## config.mk

```make
export PLATFORM = sky130hd
export DESIGN_NAME = dcache_queue
export DESIGN_NICKNAME = d
export VERILOG_FILES = /design/src/rtl/dcache_queue.sv
export SDC_FILE = /design/constraint.sdc
export NUM_CORES = 1
export LEC_CHECK = 0
export CORE_ASPECT_RATIO = 1.75
export CORE_MARGIN = 2
export CORE_UTILIZATION = 41
export DETAILED_ROUTE_END_ITERATION = 8
export PLACE_DENSITY_LB_ADDON = 0.05
export SYNTH_ARGS = -nofsm -noshare
export SYNTH_HDL_FRONTEND = slang
export SYNTH_SLANG_ARGS = --single-unit
```

## constraint.sdc

```tcl
create_clock -name clk -period 6.71 [get_ports clk]
set_input_delay 1.0065 -clock clk [delete_from_list [all_inputs] [get_ports clk]]
set_output_delay 1.0065 -clock clk [all_outputs]
set_load 0.01 [all_outputs]
```

## src/rtl/dcache_queue.sv

```systemverilog
// In-order load/store request queue between the SLB and the memory controller.
// Define DCACHE_Q_BYPASS_EN to drive an empty-queue request straight to the MC in its accept cycle.
module dcache_queue #(
  parameter int unsigned DEPTH  = 4,
  parameter int unsigned ADDR_W = 32,
  parameter int unsigned DATA_W = 32,
  parameter int unsigned NICK_W = 5
) (
  input  logic              clk,
  input  logic              rst,
  input  logic              rdy,
  input  logic              clr,
  input  logic              iSLB_en,
  output logic              oSLB_en,
  input  logic              iSLB_ls,
  input  logic [ADDR_W-1:0] iSLB_pc,
  input  logic [DATA_W-1:0] iSLB_dt,
  input  logic [2:0]        iSLB_len,
  input  logic              iSLB_sext,
  input  logic [NICK_W-1:0] iSLB_nick,
  output logic              oSLB_done,
  output logic [DATA_W-1:0] oSLB_dt,
  output logic [NICK_W-1:0] oSLB_nick,
  output logic              oMC_en,
  output logic              oMC_ls,
  output logic [ADDR_W-1:0] oMC_pc,
  output logic [DATA_W-1:0] oMC_dt,
  output logic [2:0]        oMC_len,
  input  logic              iMC_done,
  input  logic [DATA_W-1:0] iMC_dt
);

  localparam int unsigned PTR_W = $clog2(DEPTH);
  localparam int unsigned CNT_W = PTR_W + 1;

  logic              e_ls     [DEPTH];
  logic [ADDR_W-1:0] e_pc     [DEPTH];
  logic [DATA_W-1:0] e_dt     [DEPTH];
  logic [2:0]        e_len    [DEPTH];
  logic              e_sext   [DEPTH];
  logic [NICK_W-1:0] e_nick   [DEPTH];
  logic              e_live   [DEPTH];
  logic              e_report [DEPTH];

  logic [PTR_W-1:0]  head, tail, head_n, tail_n;
  logic [CNT_W-1:0]  count, count_n;

  logic              mc_en_q, mc_ls_q;
  logic [ADDR_W-1:0] mc_pc_q;
  logic [DATA_W-1:0] mc_dt_q;
  logic [2:0]        mc_len_q;
  logic              done_q;
  logic [DATA_W-1:0] done_dt_q;
  logic [NICK_W-1:0] done_nick_q;

  logic              acc, bypass, mc_active, pop_live, pop_dead, pop;
  logic              h_ls, h_sext, h_report;
  logic [2:0]        h_len;
  logic [NICK_W-1:0] h_nick;
  logic              new_is_head, live_n, mc_en_n;
  logic              n_ls;
  logic [ADDR_W-1:0] n_pc;
  logic [DATA_W-1:0] n_dt;
  logic [2:0]        n_len;
  logic              report_fire;
  logic [DATA_W-1:0] done_dt;

  function automatic logic [DATA_W-1:0] extend(input logic [2:0] len, input logic sext,
                                               input logic [DATA_W-1:0] d);
    case (len)
      3'd1:    extend = {{(DATA_W-8){sext & d[7]}}, d[7:0]};
      3'd2:    extend = {{(DATA_W-16){sext & d[15]}}, d[15:0]};
      default: extend = d;
    endcase
  endfunction

  assign oSLB_en = (count < CNT_W'(DEPTH)) && !rst && !clr && rdy;
  assign acc     = iSLB_en && oSLB_en;

`ifdef DCACHE_Q_BYPASS_EN
  assign bypass  = acc && (count == '0) && !mc_en_q;
  assign oMC_en  = bypass ? 1'b1      : mc_en_q;
  assign oMC_ls  = bypass ? iSLB_ls   : mc_ls_q;
  assign oMC_pc  = bypass ? iSLB_pc   : mc_pc_q;
  assign oMC_dt  = bypass ? iSLB_dt   : mc_dt_q;
  assign oMC_len = bypass ? iSLB_len  : mc_len_q;
`else
  assign bypass  = 1'b0;
  assign oMC_en  = mc_en_q;
  assign oMC_ls  = mc_ls_q;
  assign oMC_pc  = mc_pc_q;
  assign oMC_dt  = mc_dt_q;
  assign oMC_len = mc_len_q;
`endif

  // Head view: a bypassed request acts as the head before it lands in the array.
  assign h_ls     = bypass ? iSLB_ls   : e_ls[head];
  assign h_len    = bypass ? iSLB_len  : e_len[head];
  assign h_sext   = bypass ? iSLB_sext : e_sext[head];
  assign h_nick   = bypass ? iSLB_nick : e_nick[head];
  assign h_report = bypass ? 1'b1      : e_report[head];

  assign mc_active = mc_en_q || bypass;
  assign pop_live  = mc_active && iMC_done;
  assign pop_dead  = (count != '0) && !e_live[head] && !mc_en_q;
  assign pop       = pop_live || pop_dead;

  assign head_n  = head + PTR_W'(pop);
  assign tail_n  = tail + PTR_W'(acc);
  assign count_n = count + CNT_W'(acc) - CNT_W'(pop);

  // Next head is the incoming request only when nothing older remains.
  assign new_is_head = acc && (count_n != '0) && (head_n == tail);
  assign live_n  = new_is_head ? 1'b1 :
                   pop         ? (e_live[head_n] && !(clr && !e_ls[head_n])) :
                                 e_live[head];
  assign mc_en_n = (count_n != '0) && live_n;
  assign n_ls    = new_is_head ? iSLB_ls  : e_ls[head_n];
  assign n_pc    = new_is_head ? iSLB_pc  : e_pc[head_n];
  assign n_dt    = new_is_head ? iSLB_dt  : e_dt[head_n];
  assign n_len   = new_is_head ? iSLB_len : e_len[head_n];

  assign report_fire = pop_live && h_report && !clr;
  assign done_dt     = h_ls ? '0 : extend(h_len, h_sext, iMC_dt);

  always_ff @(posedge clk) begin
    if (rst) begin
      head        <= '0;
      tail        <= '0;
      count       <= '0;
      mc_en_q     <= 1'b0;
      mc_ls_q     <= 1'b0;
      mc_pc_q     <= '0;
      mc_dt_q     <= '0;
      mc_len_q    <= '0;
      done_q      <= 1'b0;
      done_dt_q   <= '0;
      done_nick_q <= '0;
      for (int unsigned i = 0; i < DEPTH; i++) begin
        e_live[PTR_W'(i)]   <= 1'b0;
        e_report[PTR_W'(i)] <= 1'b0;
      end
    end else if (rdy) begin
      if (acc) begin
        e_ls[tail]     <= iSLB_ls;
        e_pc[tail]     <= iSLB_pc;
        e_dt[tail]     <= iSLB_dt;
        e_len[tail]    <= iSLB_len;
        e_sext[tail]   <= iSLB_sext;
        e_nick[tail]   <= iSLB_nick;
        e_live[tail]   <= 1'b1;
        e_report[tail] <= 1'b1;
      end
      // Clear silences everything; only the in-flight load and stores keep their access.
      if (clr) begin
        for (int unsigned i = 0; i < DEPTH; i++) begin
          e_report[PTR_W'(i)] <= 1'b0;
          if (!e_ls[PTR_W'(i)] && !((PTR_W'(i) == head) && mc_en_q))
            e_live[PTR_W'(i)] <= 1'b0;
        end
      end
      head     <= head_n;
      tail     <= tail_n;
      count    <= count_n;
      mc_en_q  <= mc_en_n;
      mc_ls_q  <= mc_en_n ? n_ls  : 1'b0;
      mc_pc_q  <= mc_en_n ? n_pc  : '0;
      mc_dt_q  <= mc_en_n ? n_dt  : '0;
      mc_len_q <= mc_en_n ? n_len : '0;
      done_q   <= report_fire;
      if (report_fire) begin
        done_dt_q   <= done_dt;
        done_nick_q <= h_nick;
      end
    end
  end

  assign oSLB_done = done_q;
  assign oSLB_dt   = done_dt_q;
  assign oSLB_nick = done_nick_q;

endmodule
```

==> reports/qor.txt <==
placeable core area -> 38400 um^2
CTS resizes -> 0
CTS tree -> done
most frequent cells in the layout -> edfxtp_1, clkdlybuf4s50_1, dfxtp_1, mux4_2, a22o_1
CTS Buf Count -> 40
worst setup path endpoint -> oMC_pc[31]
vias in the first global route -> 9267
CP required -> 7.13 ns
cells after synthesis -> 849
Cell Count Post-Placement -> 1518
first-pass GRT wire length -> 56.2 mm
Worst EP arrival -> 4.97 ns
critical path class -> input port to register
gpl congestion -> 0.723
RSZ-0062 raised after global routing -> no
Clk pin slew, worst setup/hold paths -> 0.06 ns
# DRC -> 0
met2 Resource Use GR -> 32.1%
Die Y-Extent -> 265 um
top-area cell type share of the netlist area -> 55.6%
largest net degree at the start of global routing -> 77
H-tree depth -> 2
Final WS setup -> 2.17 ns
Die Area -> 40700 um^2
number of setup buffers added after CTS -> 0
CP cell instances -> clkdlybuf4s50_1 -> buf_4 -> nor4b_4 -> nand2_1 -> ha_1 -> inv_1 -> ha_1 -> fa_1 -> xnor2_1 -> mux2_2 -> nor2_4 -> buf_12 -> mux2_2 -> a22o_1
# Max-Cap Violations -> 0
routed vias -> 8644
busiest metal layer after global routing -> met2
First DRT Iteration DRCs -> 432
Setup Viol. Count Final -> 0
mean post-synth cell area -> 18.8 um^2
port buffer count -> 219
R2R Path End -> oMC_pc[31]
stages on the worst setup path -> 14
Post-Route WL -> 36.7 mm
wire per inst -> 23.1 um
commonest non-fill, non-tap cell in the layout -> edfxtp_1
period utilisation layout -> 67.7%
status -> completed
Synthesized Nets -> 966
Hold Path Class -> register to register
share of cells above drive strength 1 -> 20.2%
post-synthesis sequential area ratio -> 71.1%
area grow syn2layout -> 25.9%
worst skew pair latency -> 0.54 ns
slowest stage delay, CP -> 0.41 ns
Max Buffers Root-to-Sink -> 3
Tmin final -> 4.54 ns
Place WS -> 1.61 ns
Buf+Inv Stages, Crit Path -> 4
gr usage total -> 18.0%
Final Hold Viols -> 0
Synth async-reset ratio -> 0%
register bit count reported by yosys -> 420
Fin Hold WS -> 0.464 ns
Pre-antenna DRT Iters -> 4
M3 GR Usage -> 3.57%
Setup crit start kind -> input port
CP delay by family, top -> buffers and inverters
Nets -> 1192
starting density of the core -> 41.7%
global route total overflow -> 0
initial antenna violation count -> 1
non-filler cells in the finished layout -> 1591
top_reg_cell synth -> edfxtp_1
post-route ant nets -> 0
EDFF count, synth -> 296
fmax -> 0.220 GHz
Crit. End Element -> register
Ports -> 220
Filler Cells Inserted -> 3131
Syn. warnings -> 0
HPWL after DPL -> 21.4 mm
pins over their slew limit -> 0
vias per cell -> 5.43
R2R depth -> 13
setup_tns -> 0 ns
area leader, netlist -> edfxtp_1
R2R Setup Slk -> 2.39 ns
area of the multi-input gates -> 4330 um^2
Slew headroom -> 26.3%
P_leak -> 6.67 nW
PwrDens -> 372 nW/um^2
Synth Cell Area -> 16000 um^2
met1 Use GR -> 22.1%
Critical-path top delay cell -> clkdlybuf4s50_1
library cells used by synthesis -> 51
maximum vdd drop -> 0.294 mV
Setup Skew -> 0.0134 ns
clk sinks -> 420
FF/Latch Area -> 11400 um^2
maximum fanout along the worst path -> 32
hold_buf cts -> 0
Die X -> 153 um
clock root buffer -> clkbuf_16
Synth area leaders -> edfxtp_1, dfxtp_1, mux4_2
Worst-Margin Slew -> 1.10 ns
Worst Setup SP -> rst
Site Rows -> 95
report_power, final:
part,switching (mW),internal [mW]
Combinational,0.911,1.23
Clock,0.952,1.46
Sequential,0.0869,2.85
Total,1.95,5.54
per-stage QoR:
step,utilization (%),total power [mW],instance area (um^2)
5_1_grt,52.5,7.86,20100
3_5_place_dp,48.8,5.19,18700
2_1_floorplan,-,4.63,16000
4_1_cts,52.4,7.63,20100
3_3_place_gp,48.8,5.19,18700
6_report,52.5,7.49,20100
layout make-up:
type | instances | area share (%)
Sequential cell | 420 | 56.5
Antenna cell | 1 | 0.0124
Tap cell | 485 | 3.01
Timing Repair Buffer | 237 | 11.9
Clock inverter | 18 | 1.47
Multi-Input combinational cell | 365 | 21.5
Inverter | 11 | 0.224
Clock buffer | 54 | 5.44
cell families (layout without fill, tap and decap cells):
logic type	count (synthesis)	in the layout	synth area share, %
AO/OA/AOI/OAI	126	126	6.73
adder cells (fa/ha/maj)	5	5	0.438
multiplexers	159	159	16.8
XOR/XNOR	8	8	0.688
buffers and inverters	64	320	2.06
other	0	1	0
flip-flops	420	420	71.1
AND/OR/NAND/NOR	67	67	2.26
worst min-delay path by stage:
stage	startpoint	to	slack, ns	cells after the start
after global routing	oSLB_dt[12]	oSLB_dt[12]	0.48	1
final	oSLB_dt[8]	oSLB_dt[8]	0.46	1
after detailed placement	oSLB_dt[8]	oSLB_dt[8]	0.45	1
after global placement	oSLB_dt[15]	oSLB_dt[15]	0.45	1
after CTS	e_report[1]	e_report[1]	0.46	2
after floorplan	e_report[1]	e_report[1]	0.43	2
registers in the layout, summed over array words and instances, names as in the netlist, named ones only:
register,cells
e_ls,4
count,3
e_sext,4
oMC_en,1
oMC_ls,1
e_live,4
e_nick,20
oSLB_done,1
e_pc,128
oSLB_nick,5
head,2
oSLB_dt,32
e_report,4
tail,2
oMC_pc,32
oMC_len,3
e_len,12
oMC_dt,32
e_dt,128
synthesized netlist by cell type (2+ instances only):
cell       number
o21ai_0         4
edfxtp_1      296
a21o_1          2
xnor2_1         3
mux2i_1         9
a311oi_1        2
o2bb2ai_1       8
dfxtp_1       124
nor3b_1         2
mux2_2         50
nand2_1        19
xor2_1          2
mux2_1         20
a21oi_1        10
nor3_1          3
buf_4           7
and2_1          2
buf_1           6
mux4_2         80
a22o_1         68
nor2_1         26
nor2_2          2
inv_1          11
ha_1            4
buf_6           5
nand2b_1        3
nand3b_1        2
a22oi_1         8
a221o_1        16
clkbuf_1       14
buf_2          21
routing by layer:
metal | part of all wire, % | vias up | wire, um
li1 | - | 3889 | -
met1 | 41 | 4497 | 14900
met2 | 52 | 208 | 19200
met3 | 4.8 | 50 | 1780
met4 | 2.4 | 0 | 864
met5 | 0 | - | 0
Note: power is estimated with default switching activity, not from simulation.
